[config.mk]
export PLATFORM = sky130hd
export DESIGN_NAME = axil_slave_bridge
export DESIGN_NICKNAME = d
export VERILOG_FILES = /design/src/rtl/axil_slave_bridge.sv
export SDC_FILE = /design/constraint.sdc
export NUM_CORES = 1
export LEC_CHECK = 0
export CORE_UTILIZATION = 45
export DETAILED_ROUTE_END_ITERATION = 10
export GPL_TIMING_DRIVEN = 0
export PLACE_DENSITY = 0.78
export SLEW_MARGIN = 5
export SYNTH_ARGS = -nofsm -noshare
export SYNTH_HDL_FRONTEND = slang
export SYNTH_SLANG_ARGS = --single-unit
[constraint.sdc]
create_clock -name clk -period 4.2 [get_ports clk]
set_input_delay 0.63 -clock clk [delete_from_list [all_inputs] [get_ports clk]]
set_output_delay 0.63 -clock clk [all_outputs]
set_load 0.02 [all_outputs]
[src/rtl/axil_slave_bridge.sv]
// AXI4-Lite slave bridging onto a single-outstanding req/ack register backend.
// Latency: 2 cycles minimum from AW+W (or AR) handshake to bvalid (or rvalid) when bk_ack arrives in the first request cycle.
// Backpressure: AW/W/AR ready only in IDLE; B/R held until bready/rready; a silent backend is cut off after BK_TIMEOUT cycles with SLVERR.
//
// Ports:
//   clk, rst_n                      clock, asynchronous active-low reset
//   s_aw*, s_w*, s_b*               AXI-Lite write address / data / response channels
//   s_ar*, s_r*                     AXI-Lite read address / data channels
//   bk_req/bk_we/bk_addr/bk_wdata/bk_wstrb   backend request, held until ack or timeout
//   bk_ack/bk_rdata/bk_err          backend completion, sampled only while bk_req=1
module axil_slave_bridge #(
  parameter int ADDR_WIDTH = 15,
  parameter int DATA_WIDTH = 32,
  parameter int BK_TIMEOUT = 255
) (
  input  logic                    clk,
  input  logic                    rst_n,
  input  logic                    s_awvalid,
  output logic                    s_awready,
  input  logic [ADDR_WIDTH-1:0]   s_awaddr,
  input  logic                    s_wvalid,
  output logic                    s_wready,
  input  logic [DATA_WIDTH-1:0]   s_wdata,
  input  logic [DATA_WIDTH/8-1:0] s_wstrb,
  output logic                    s_bvalid,
  input  logic                    s_bready,
  output logic [1:0]              s_bresp,
  input  logic                    s_arvalid,
  output logic                    s_arready,
  input  logic [ADDR_WIDTH-1:0]   s_araddr,
  output logic                    s_rvalid,
  input  logic                    s_rready,
  output logic [DATA_WIDTH-1:0]   s_rdata,
  output logic [1:0]              s_rresp,
  output logic                    bk_req,
  output logic                    bk_we,
  output logic [ADDR_WIDTH-1:0]   bk_addr,
  output logic [DATA_WIDTH-1:0]   bk_wdata,
  output logic [DATA_WIDTH/8-1:0] bk_wstrb,
  input  logic                    bk_ack,
  input  logic [DATA_WIDTH-1:0]   bk_rdata,
  input  logic                    bk_err
);

  localparam int STRB_WIDTH = DATA_WIDTH / 8;
  // Last request cycle index: bk_req stays high for exactly BK_TIMEOUT cycles.
  localparam logic [7:0] TMO_LAST = 8'(BK_TIMEOUT - 1);

  typedef enum logic [2:0] {
    ST_IDLE,
    ST_WR_REQ,
    ST_WR_RESP,
    ST_RD_REQ,
    ST_RD_RESP
  } state_t;

  state_t                  r_state;
  logic                    r_aw_held;
  logic                    r_w_held;
  logic [ADDR_WIDTH-1:0]   r_awaddr;
  logic [DATA_WIDTH-1:0]   r_wdata;
  logic [STRB_WIDTH-1:0]   r_wstrb;
  logic                    r_prio_wr;
  logic [7:0]              r_timer;
  logic                    r_bk_req;
  logic                    r_bk_we;
  logic [ADDR_WIDTH-1:0]   r_bk_addr;
  logic [DATA_WIDTH-1:0]   r_bk_wdata;
  logic [STRB_WIDTH-1:0]   r_bk_wstrb;
  logic                    r_bvalid;
  logic [1:0]              r_bresp;
  logic                    r_rvalid;
  logic [1:0]              r_rresp;
  logic [DATA_WIDTH-1:0]   r_rdata;

  logic w_idle;
  logic w_aw_hs;
  logic w_w_hs;
  logic w_wr_cand;
  logic w_wr_activity;
  logic w_wr_grant;
  logic w_rd_grant;
  logic w_done;
  logic w_err;

  assign w_idle        = (r_state == ST_IDLE);
  // A write is complete when both halves are held or arrive this cycle.
  assign w_wr_cand     = (r_aw_held | s_awvalid) & (r_w_held | s_wvalid);
  assign w_wr_activity = r_aw_held | r_w_held | s_awvalid | s_wvalid;

  // Readies are gated with rst_n so every output reads 0 while reset is held.
  assign s_awready = rst_n & w_idle & ~r_aw_held;
  assign s_wready  = rst_n & w_idle & ~r_w_held;
  // Any write activity (partial or complete) blocks AR unless the flag favours reads.
  assign s_arready = rst_n & w_idle & ~(w_wr_activity & r_prio_wr);

  assign w_aw_hs    = s_awvalid & s_awready;
  assign w_w_hs     = s_wvalid & s_wready;
  assign w_rd_grant = s_arvalid & s_arready;
  assign w_wr_grant = w_idle & w_wr_cand & (~s_arvalid | r_prio_wr);

  // Request ends on ack, or on the last allowed cycle; ack on that cycle wins.
  assign w_done = bk_ack | (r_timer == TMO_LAST);
  assign w_err  = bk_ack ? bk_err : 1'b1;

  always_ff @(posedge clk or negedge rst_n) begin
    if (!rst_n) begin
      r_state    <= ST_IDLE;
      r_aw_held  <= 1'b0;
      r_w_held   <= 1'b0;
      r_awaddr   <= '0;
      r_wdata    <= '0;
      r_wstrb    <= '0;
      r_prio_wr  <= 1'b1;
      r_timer    <= '0;
      r_bk_req   <= 1'b0;
      r_bk_we    <= 1'b0;
      r_bk_addr  <= '0;
      r_bk_wdata <= '0;
      r_bk_wstrb <= '0;
      r_bvalid   <= 1'b0;
      r_bresp    <= 2'b00;
      r_rvalid   <= 1'b0;
      r_rresp    <= 2'b00;
      r_rdata    <= '0;
    end else begin
      case (r_state)
        ST_IDLE: begin
          if (w_aw_hs) begin
            r_aw_held <= 1'b1;
            r_awaddr  <= s_awaddr;
          end
          if (w_w_hs) begin
            r_w_held <= 1'b1;
            r_wdata  <= s_wdata;
            r_wstrb  <= s_wstrb;
          end
          if (w_wr_grant) begin
            r_state    <= ST_WR_REQ;
            r_bk_req   <= 1'b1;
            r_bk_we    <= 1'b1;
            r_bk_addr  <= r_aw_held ? r_awaddr : s_awaddr;
            r_bk_wdata <= r_w_held ? r_wdata : s_wdata;
            r_bk_wstrb <= r_w_held ? r_wstrb : s_wstrb;
            r_timer    <= '0;
            r_prio_wr  <= ~r_prio_wr;
          end else if (w_rd_grant) begin
            r_state    <= ST_RD_REQ;
            r_bk_req   <= 1'b1;
            r_bk_we    <= 1'b0;
            r_bk_addr  <= s_araddr;
            r_bk_wdata <= '0;
            r_bk_wstrb <= '0;
            r_timer    <= '0;
            r_prio_wr  <= ~r_prio_wr;
          end
        end

        ST_WR_REQ: begin
          if (w_done) begin
            r_state    <= ST_WR_RESP;
            r_bk_req   <= 1'b0;
            r_bk_we    <= 1'b0;
            r_bk_addr  <= '0;
            r_bk_wdata <= '0;
            r_bk_wstrb <= '0;
            r_bvalid   <= 1'b1;
            r_bresp    <= w_err ? 2'b10 : 2'b00;
            r_aw_held  <= 1'b0;
            r_w_held   <= 1'b0;
          end else begin
            r_timer <= r_timer + 8'd1;
          end
        end

        ST_WR_RESP: begin
          if (s_bready) begin
            r_state  <= ST_IDLE;
            r_bvalid <= 1'b0;
            r_bresp  <= 2'b00;
          end
        end

        ST_RD_REQ: begin
          if (w_done) begin
            r_state    <= ST_RD_RESP;
            r_bk_req   <= 1'b0;
            r_bk_addr  <= '0;
            r_rvalid   <= 1'b1;
            r_rresp    <= w_err ? 2'b10 : 2'b00;
            // A timed-out read returns all ones so software sees a poisoned value.
            r_rdata    <= bk_ack ? bk_rdata : '1;
          end else begin
            r_timer <= r_timer + 8'd1;
          end
        end

        ST_RD_RESP: begin
          if (s_rready) begin
            r_state  <= ST_IDLE;
            r_rvalid <= 1'b0;
            r_rresp  <= 2'b00;
            r_rdata  <= '0;
          end
        end

        default: r_state <= ST_IDLE;
      endcase
    end
  end

  assign bk_req   = r_bk_req;
  assign bk_we    = r_bk_we;
  assign bk_addr  = r_bk_addr;
  assign bk_wdata = r_bk_wdata;
  assign bk_wstrb = r_bk_wstrb;
  assign s_bvalid = r_bvalid;
  assign s_bresp  = r_bresp;
  assign s_rvalid = r_rvalid;
  assign s_rresp  = r_rresp;
  assign s_rdata  = r_rdata;

endmodule

After elaboration in Yosys (flattened, before gate mapping)
Index checks and enable logic that the tools add are counted.
Widths: inputs -> output; s select.
- $add $sub $neg: 1
- equal/unequal tests: 14
- multiplexer cells: 55
- bitwise operators: 23
- reduce and logical (&&, ||, !) cells: 18
- operators by type and width (kind ; count):
    $mux 32 ; 7
    $pmux 32 s2 ; 2
    $mux 15 ; 4
    $pmux 15 s2 ; 1
    $mux 8 ; 3
    $reduce_and 3->1 ; 7
    $mux 3 ; 6
    $mux 4 ; 4
    $pmux 8 s2 ; 1
    $pmux 3 s5 ; 1
    $mux 1 ; 13
    $pmux 1 s2 ; 6
    $and 1x1->1 ; 11
    $ne 2x2->1 const B ; 5
    $reduce_bool 2->1 ; 5
    $add 8x1->8 const B ; 1
    $eq 8x8->1 const B ; 1
    $mux 2 ; 4
    $pmux 2 s2 ; 2
    $pmux 4 s2 ; 1
    $or 1x1->1 ; 7
    $eq 3x2->1 const B ; 2
    $ne 2x1->1 const B ; 3
    $reduce_and 2->1 ; 3
    7 further kinds ; 11
- register bits after elaboration: 156

Depth between registers and ports, before layout
Gate-level depths: netlist of run 1.
- depth in word-level cells: 10
- mapped depth: 8

Worst setup path before layout of run 1
OpenSTA, ideal clock, no wires.
- path type: in2out
- from: in rst_n
- to: out s_arready
- data arrival time: 1.465 ns
- data required time: 3.570 ns
- setup slack: 2.105 ns
- cell stages on the path: 2
- path buffers: 0
- cells stage by stage: or4b_4 -> nor2_1
- longest elaborated chain between the ends: 2
- RTL lines (element ; line ; source):
    start: declaration ; 17 ; input logic rst_n,
    $and 1x1->1 (2 in series) ; 95 ; assign s_arready = rst_n & w_idle & ~(w_wr_activity & r_prio_wr);
    end: declaration ; 29 ; output logic s_arready,
Every way passes these cells.

Worst setup path after layout of run 1
- from: in rst_n
- to: out s_wready
- longest elaborated chain between the ends: 2
- RTL lines (element ; line ; source):
    $and 1x1->1 (2 in series) ; 93 ; assign s_wready = rst_n & w_idle & ~r_w_held;
    end: declaration ; 22 ; output logic s_wready,
Every way passes these cells.

==> impl_metrics.csv, run 1 <==
group,metric,value,unit
final_layout,syn2layout_area_growth,40.5,%
timing,setup_viol,0,
routing,postRouteAntennaNets,0,
worst_setup_path,cp-startpoint,"rst_n",
place,port_buffers,198,
cts,cts_setup_buffers,0,
synth,yosys.area.top_type,"dfrtp_1",
routing,dr.pass1.iters,4,
worst_hold_path,min_path_type,"in2async",
synth,synth_cell_type_count,54,
routing,drt_iter0_drc,225,
outcome,outcome,"finished, final reports clean",
timing,period_share,75.4,%
power_and_ir_drop,ir_drop,0.376,mV
routing,drc,0,
synth,yosys-top-cells-area,"dfrtp_1 54%, mux2i_1 10%, mux2_4 8.0%",
worst_setup_path,cp.arrival,2.54,ns
synth,synth_ff_type,"dfrtp_1",
cts,cts.sinks,154,
final_layout,diodes,0,
global_routing,grt.met3_usage,7.50,%
timing,rsz0062_at_grt,"no",
cts,cts-buffers-inserted,17,
cts,hold_buffers,0,
floorplan,io_pins,201,
global_routing,use_met2,39.1,%
timing,fin_skew,0.0101,ns
routing,wl_per_cell,18.1,µm
global_routing,overflow,0,
power_and_ir_drop,p_leak,0.00437,µW
floorplan,core,0.0153,mm²
global_routing,use_met1,27.8,%
worst_setup_path,end_kind,"output pin",
worst_setup_path,slowest_stage,"clkdlybuf4s50_1",
final_layout,nFillCells,1160,
worst_setup_path,crit_chain,"buf_8 > or4b_4 > nor2_8 > clkdlybuf4s50_1",
timing,layout_min_cycle_time,3.17,ns
global_routing,grt_first_pass_wirelength,28900,µm
job,cap_violations,0,
routing,vias,5262,
final_layout,fin_nets,874,
worst_setup_path,reg2reg_slack,2.08,ns
worst_setup_path,r2r-start,"r_aw_held",
power_and_ir_drop,power,7300,µW
worst_setup_path,slowest_delay,0.64,ns
cts,clkTransAtPathRegs,0.06,ns
synth,synth.top_cell.area_share,53.9,%
worst_setup_path,critPathKind,"in2out",
floorplan,rows,45,
synth,avgSynthCellArea,13.0,µm²
timing,fmax,316,MHz
floorplan,die_w,128,µm
final_layout,drive_gt1_share,17.5,%
final_layout,register_area,0.00385,mm²
final_layout,multi_input_area,0.00298,mm²
synth,synth_enable_flop_cells,0,
worst_setup_path,cp-start-kind,"primary input",
power_and_ir_drop,p_per_area,732,mW/mm²
cts,htreeDepth,4,
synth,ys_seq_elements,154,
cts,cts.repair.resized,0,
cts,clock_latency,0.43,ns
global_routing,grt_max_degree,83,
floorplan,die_h,128,µm
timing,maxSlewViolCount,0,
place,place_congestion,0.784,
timing,slew-limit-headroom,57.6,%
global_routing,grt.busiest_layer,"met2",
floorplan,start_util,46.4,%
timing,worst_slew_pin_slew,0.636,ns
worst_setup_path,crit_path_max_fanout,82,
global_routing,antenna_found_initial,0,
place,place_hpwl,12700,µm
worst_setup_path,rr_endpoint,"bk_wdata[21]",
global_routing,track_usage,22.9,%
routing,wl,17900,µm
synth,synth.most_common_cell,"dfrtp_1",
synth,async_reset_ff_share,100,%
timing,finalHoldViolCount,0,
routing,vias_per_cell,5.32,
final_layout,postLayoutCoreUtil,65.2,%
cts,cts_tree,"yes",
cts,cts_buffer_depth,2,
synth,seq_area_frac_synth,54.3,%
worst_setup_path,worstPathRequired,3.57,ns
worst_setup_path,reg2regPathDepth,6,
synth,syn_area,0.00710,mm²
global_routing,grt_pass1_vias,5599,
synth,synth_warnings,0,
floorplan,die_area,0.0163,mm²
synth,syn_inst,546,
synth,synthTopCellsByCount,"153 x dfrtp_1, 71 x mux2i_1, 51 x o2bb2ai_1",
cts,cts_root_buf,"clkbuf_16",
cells in the final DEF, fill, tap and decap left out, drive strengths merged, types with 2 or more instances in the layout:
cell | netlist | layout
clkbuf | 13 | 32
conb | 1 | 2
buf | 24 | 26
clkinv | 0 | 7
a21boi | 2 | 2
a21oi | 7 | 7
o31ai | 3 | 3
clkdlybuf4s50 | 0 | 197
nand2 | 44 | 44
bufinv | 0 | 2
ha | 2 | 2
inv | 7 | 9
nor2b | 2 | 2
nor2 | 43 | 43
clkinvlp | 0 | 2
o22ai | 2 | 2
or4 | 2 | 2
o21ai | 7 | 7
mux2i | 71 | 71
dfrtp | 153 | 153
a22oi | 15 | 15
nand3 | 6 | 6
or3 | 4 | 4
o2bb2ai | 51 | 51
mux2 | 66 | 66
o211ai | 2 | 2
kinds of logic (layout without fill, tap and decap cells):
group                      count (synthesis)  after routing  share of synthesized area [%]
muxes                                    137            137                           22.5
adders and majority gates                  2              2                          0.352
xor gates and xnor gates                   1              1                          0.123
and+or+nand+nor                          107            107                           7.49
buffers and inverters                     44            275                           3.88
DFF                                      154            154                           54.3
other                                      1              2                         0.0528
AOI/OAI and AO/OA                        100            100                           11.3
worst max-delay path by stage:
| stage | endpoint | slack [ns] | cells past startpoint |
|---|---|---|---|
| global placement | bk_wdata[0] | -4.31 | 6 |
| global route | s_wready | 0.93 | 4 |
| detailed placement | s_wready | 1.01 | 4 |
| CTS | s_wready | 1.0 | 4 |
| finish | s_wready | 1.03 | 4 |
| floorplan | s_arready | 2.11 | 2 |
routing by layer:
metal  vias to the layer above  wire length (µm)
met5                         -                 0
met4                         0               193
met3                        18              1360
met2                       178              8600
met1                      2637              7710
li1                       2429                 -
flip-flops by register name, summed over array words and instances, names as in the netlist:
signal / count
s_bvalid: 1
r_timer: 8
r_prio_wr: 1
r_wdata: 32
bk_we: 1
bk_req: 1
r_w_held: 1
bk_wstrb: 4
bk_wdata: 32
r_wstrb: 4
bk_addr: 15
s_rdata: 32
r_aw_held: 1
s_rresp: 1
s_bresp: 1
r_awaddr: 15
s_rvalid: 1
r_state: 3
report_power, final:
group	internal [µW]	leakage, µW	switching, µW	total, µW
Combinational	1650	0.00217	1630	3280
Clock	910	0.000290	626	1540
Sequential	2120	0.00191	370	2490
per-stage QoR:
stage               worst slack, ns  setup TNS [ns]  cell area [µm²]  instances  hold WS [ns]
global route                  0.932               0             9980        989         0.231
detailed placement             1.01               0             9380        957         0.473
global placement              -4.31        -1021.65             9350        956         0.465
floorplan                      2.11               0             7110        547         0.334
finish                         1.03               0             9980        989         0.200
CTS                           0.995               0             9980        989         0.212
final cells by class:
class                   count  area share [%]
repair buffers            199            20.2
clock inverters            13            1.43
multi-input cells         349            29.8
flip-flops and latches    154            38.6
plain buffers              37            2.49
well taps                 211            2.65
inverters                   7           0.263
clock buffers              19            4.54
critical path, delay by kind of cell:
family / cells / cell delay [ns]
AND/OR/NAND/NOR: 2 / 0.76
buffers and inverters: 2 / 1.10
Power figures use the tool's default switching activity.
==> run 2: changes to the inputs <==
--- a/config.mk
+++ b/config.mk
@@ -5,7 +5,7 @@
 export SDC_FILE = /design/constraint.sdc
 export NUM_CORES = 1
 export LEC_CHECK = 0
-export CORE_UTILIZATION = 45
+export CORE_UTILIZATION = 43
 export DETAILED_ROUTE_END_ITERATION = 10
 export GPL_TIMING_DRIVEN = 0
 export PLACE_DENSITY = 0.78
==> constraint.sdc (replaced) <==
create_clock -name clk -period 2.8 [get_ports clk]
set_input_delay 0.42 -clock clk [delete_from_list [all_inputs] [get_ports clk]]
set_output_delay 0.42 -clock clk [all_outputs]
set_load 0.02 [all_outputs]
==> run 2 against run 1 <==
Sequential power up 51%. Die area increased by 4.6%. Critical path type is now reg2out. Combinational power up 51%. Critical endpoint unchanged. Core utilization decreased by 1.3 points. Highest routed layer unchanged. Flip-flop and latch count unchanged. Via count rose by 0.36%. Clock power grew 71%. Non-clock buffer count is 6 higher. Cell area increased by 2.4%.
==> impl_metrics.csv, run 2 (synthesis gave the netlist of run 1 again) <==
group,metric,value,unit
outcome,outcome,"finished, final reports clean",
final_layout,postLayoutCoreUtil,63.9,%
timing,layout_min_cycle_time,2.71,ns
worst_setup_path,end_kind,"output pin",
worst_setup_path,r2r-start,"r_aw_held",
worst_setup_path,critPathKind,"reg2out",
place,dpl-instance-area,0.00939,mm²
routing,drc,0,
final_layout,nFillCells,1201,
cts,cts_buffer_depth,2,
power_and_ir_drop,p_per_area,1110,mW/mm²
worst_setup_path,crit_chain,"buf_2 > or4b_4 > nor2_8 > clkdlybuf4s50_1",
place,place_hpwl,12900,µm
final_layout,register_area,0.00385,mm²
routing,vias,5281,
global_routing,grt_pass1_vias,5602,
power_and_ir_drop,seqPwrFrac,33.0,%
cts,cts_setup_buffers,0,
final_layout,drive_gt1_share,18.0,%
worst_setup_path,path_buf_inv,2,
timing,maxSlewViolCount,0,
worst_setup_path,crit_path_max_fanout,10,
final_layout,syn2layout_area_growth,43.9,%
cts,cts.sinks,154,
timing,period_share,96.6,%
power_and_ir_drop,p_int,7360,µW
final_layout,fin_nets,880,
floorplan,io_pins,201,
cts,clock_latency,0.42,ns
worst_setup_path,slowest_stage,"clkdlybuf4s50_1",
cts,cts_root_buf,"clkbuf_16",
timing,fmax,370,MHz
routing,postRouteAntennaNets,0,
power_and_ir_drop,p_leak,0.00448,µW
place,place_congestion,0.836,
power_and_ir_drop,p_switching,3970,µW
worst_setup_path,reg2regPathDepth,6,
final_layout,layout_common_cells,"197 x clkdlybuf4s50_1, 153 x dfrtp_1, 71 x mux2i_1",
power_and_ir_drop,netSwitchingFraction,35.0,%
worst_setup_path,cp-start-kind,"flop",
floorplan,die_area,0.0170,mm²
global_routing,overflow,0,
place,port_buffers,198,
floorplan,die_h,131,µm
timing,slew-limit-headroom,62.8,%
cts,clkTransAtPathRegs,0.06,ns
cts,cts-buffers-inserted,17,
worst_setup_path,cpLargestDelayFamily,"buffers and inverters",
worst_setup_path,crit_cells,4,
worst_setup_path,slowest_delay,0.62,ns
worst_setup_path,cp.arrival,2.29,ns
power_and_ir_drop,comb_power_share,43.7,%
power_and_ir_drop,ir_drop,0.671,mV
floorplan,die_w,131,µm
final_layout,diodes,0,
global_routing,antenna_found_initial,0,
final_layout,multi_input_area,0.00298,mm²
final_layout,fin_area,0.0102,mm²
timing,setup_viol,0,
global_routing,track_usage,22.5,%
timing,finalHoldViolCount,0,
routing,drt_iter0_drc,274,
timing,fin_skew,0.0119,ns
floorplan,rows,46,
worst_setup_path,worstPathRequired,2.38,ns
worst_setup_path,rr_endpoint,"bk_wdata[25]",
global_routing,grt_max_degree,40,
job,cap_violations,0,
power_and_ir_drop,clkPwrFrac,23.2,%
timing,hold_ws,0.0393,ns
cts,htreeDepth,4,
worst_hold_path,min_path_type,"in2async",
global_routing,grt_first_pass_wirelength,29200,µm
final_layout,final_common_cell,"clkdlybuf4s50_1",
worst_setup_path,reg2reg_slack,0.67,ns
routing,wl,18500,µm
timing,worst_slew_pin_slew,0.558,ns
routing,wl_per_cell,18.5,µm
floorplan,start_util,44.4,%
routing,dr.pass1.iters,5,
cts,cts_tree,"yes",
floorplan,core,0.0160,mm²
routing,vias_per_cell,5.28,
timing,rsz0062_at_grt,"no",
## run 2: cell count changes in the layout (fill, tap and decap cells not counted)
cell       before  now
buf_12          3    7
bufbuf_16       0    2
clkbuf_1       13   14
bufinv_16       2    6
clkbuf_8        2    0
buf_8           1    0
inv_8           0    1
buf_16          1    2
clkinv_4        4    1
clkinv_2        3    2
## run 2: area by class of cell
type / instances / share of cell area [%]
Inverter: 7 / 0.257
Clock inverter: 14 / 2.38
Timing Repair Buffer: 205 / 21.3
Sequential cell: 154 / 37.7
Multi-Input combinational cell: 349 / 29.1
Tap cell: 216 / 2.64
Clock buffer: 18 / 4.20
Buffer: 37 / 2.44
## run 2: metrics by stage
step	instances	TNS, ns	total power, µW	setup slack [ns]
floorplan	547	0	6740	0.876
global placement	961	-1333.14	8510	-5.45
detailed placement	962	-7.30	8700	-0.460
CTS	1000	0	11400	0.0781
global route	1000	0	12000	0.0369
finish	1000	0	11300	0.0949
## run 2: worst max-delay path by stage
stage                     startpoint            to  slack [ns]
final                     r_state[2]      s_wready        0.09
after floorplan           r_state[0]   r_awaddr[1]        0.88
after global routing      r_state[2]     s_arready        0.04
after detailed placement       rst_n     s_arready       -0.46
after global placement         rst_n  bk_wdata[31]       -5.45
after CTS                 r_state[2]      s_wready        0.08
## run 2: per-layer routing
layer	vias to the layer above	GRT usage [%]	part of all wire [%]
met5	-	0	0
met4	0	6.09	1.2
met3	21	8.75	8.5
met2	198	37.8	49
met1	2628	27.0	41
li1	2434	-	-
## run 2: timing repair
action                                  4_1_cts  5_1_grt
hold buffers                                  4        0
endpoints found under the setup margin        3        0
gates resized for setup                       3        0
endpoints found under the hold margin        77        0
## run 2: power groups by stage
| stage | registers [µW] | clock network, µW | logic (µW) |
|---|---|---|---|
| 2_1_floorplan | 4240 | 0 | 2490 |
| 3_3_place_gp | 3700 | 0 | 4810 |
| 3_5_place_dp | 3750 | 0 | 4950 |
| 4_1_cts | 3750 | 2670 | 5010 |
| 5_1_grt | 3850 | 2760 | 5360 |
| 6_report | 3750 | 2630 | 4960 |
## run 2: tightest hold or removal path: stages
cell,delay (ns)
buf_16,0.10
buf_12,0.10
buf_12,0.21
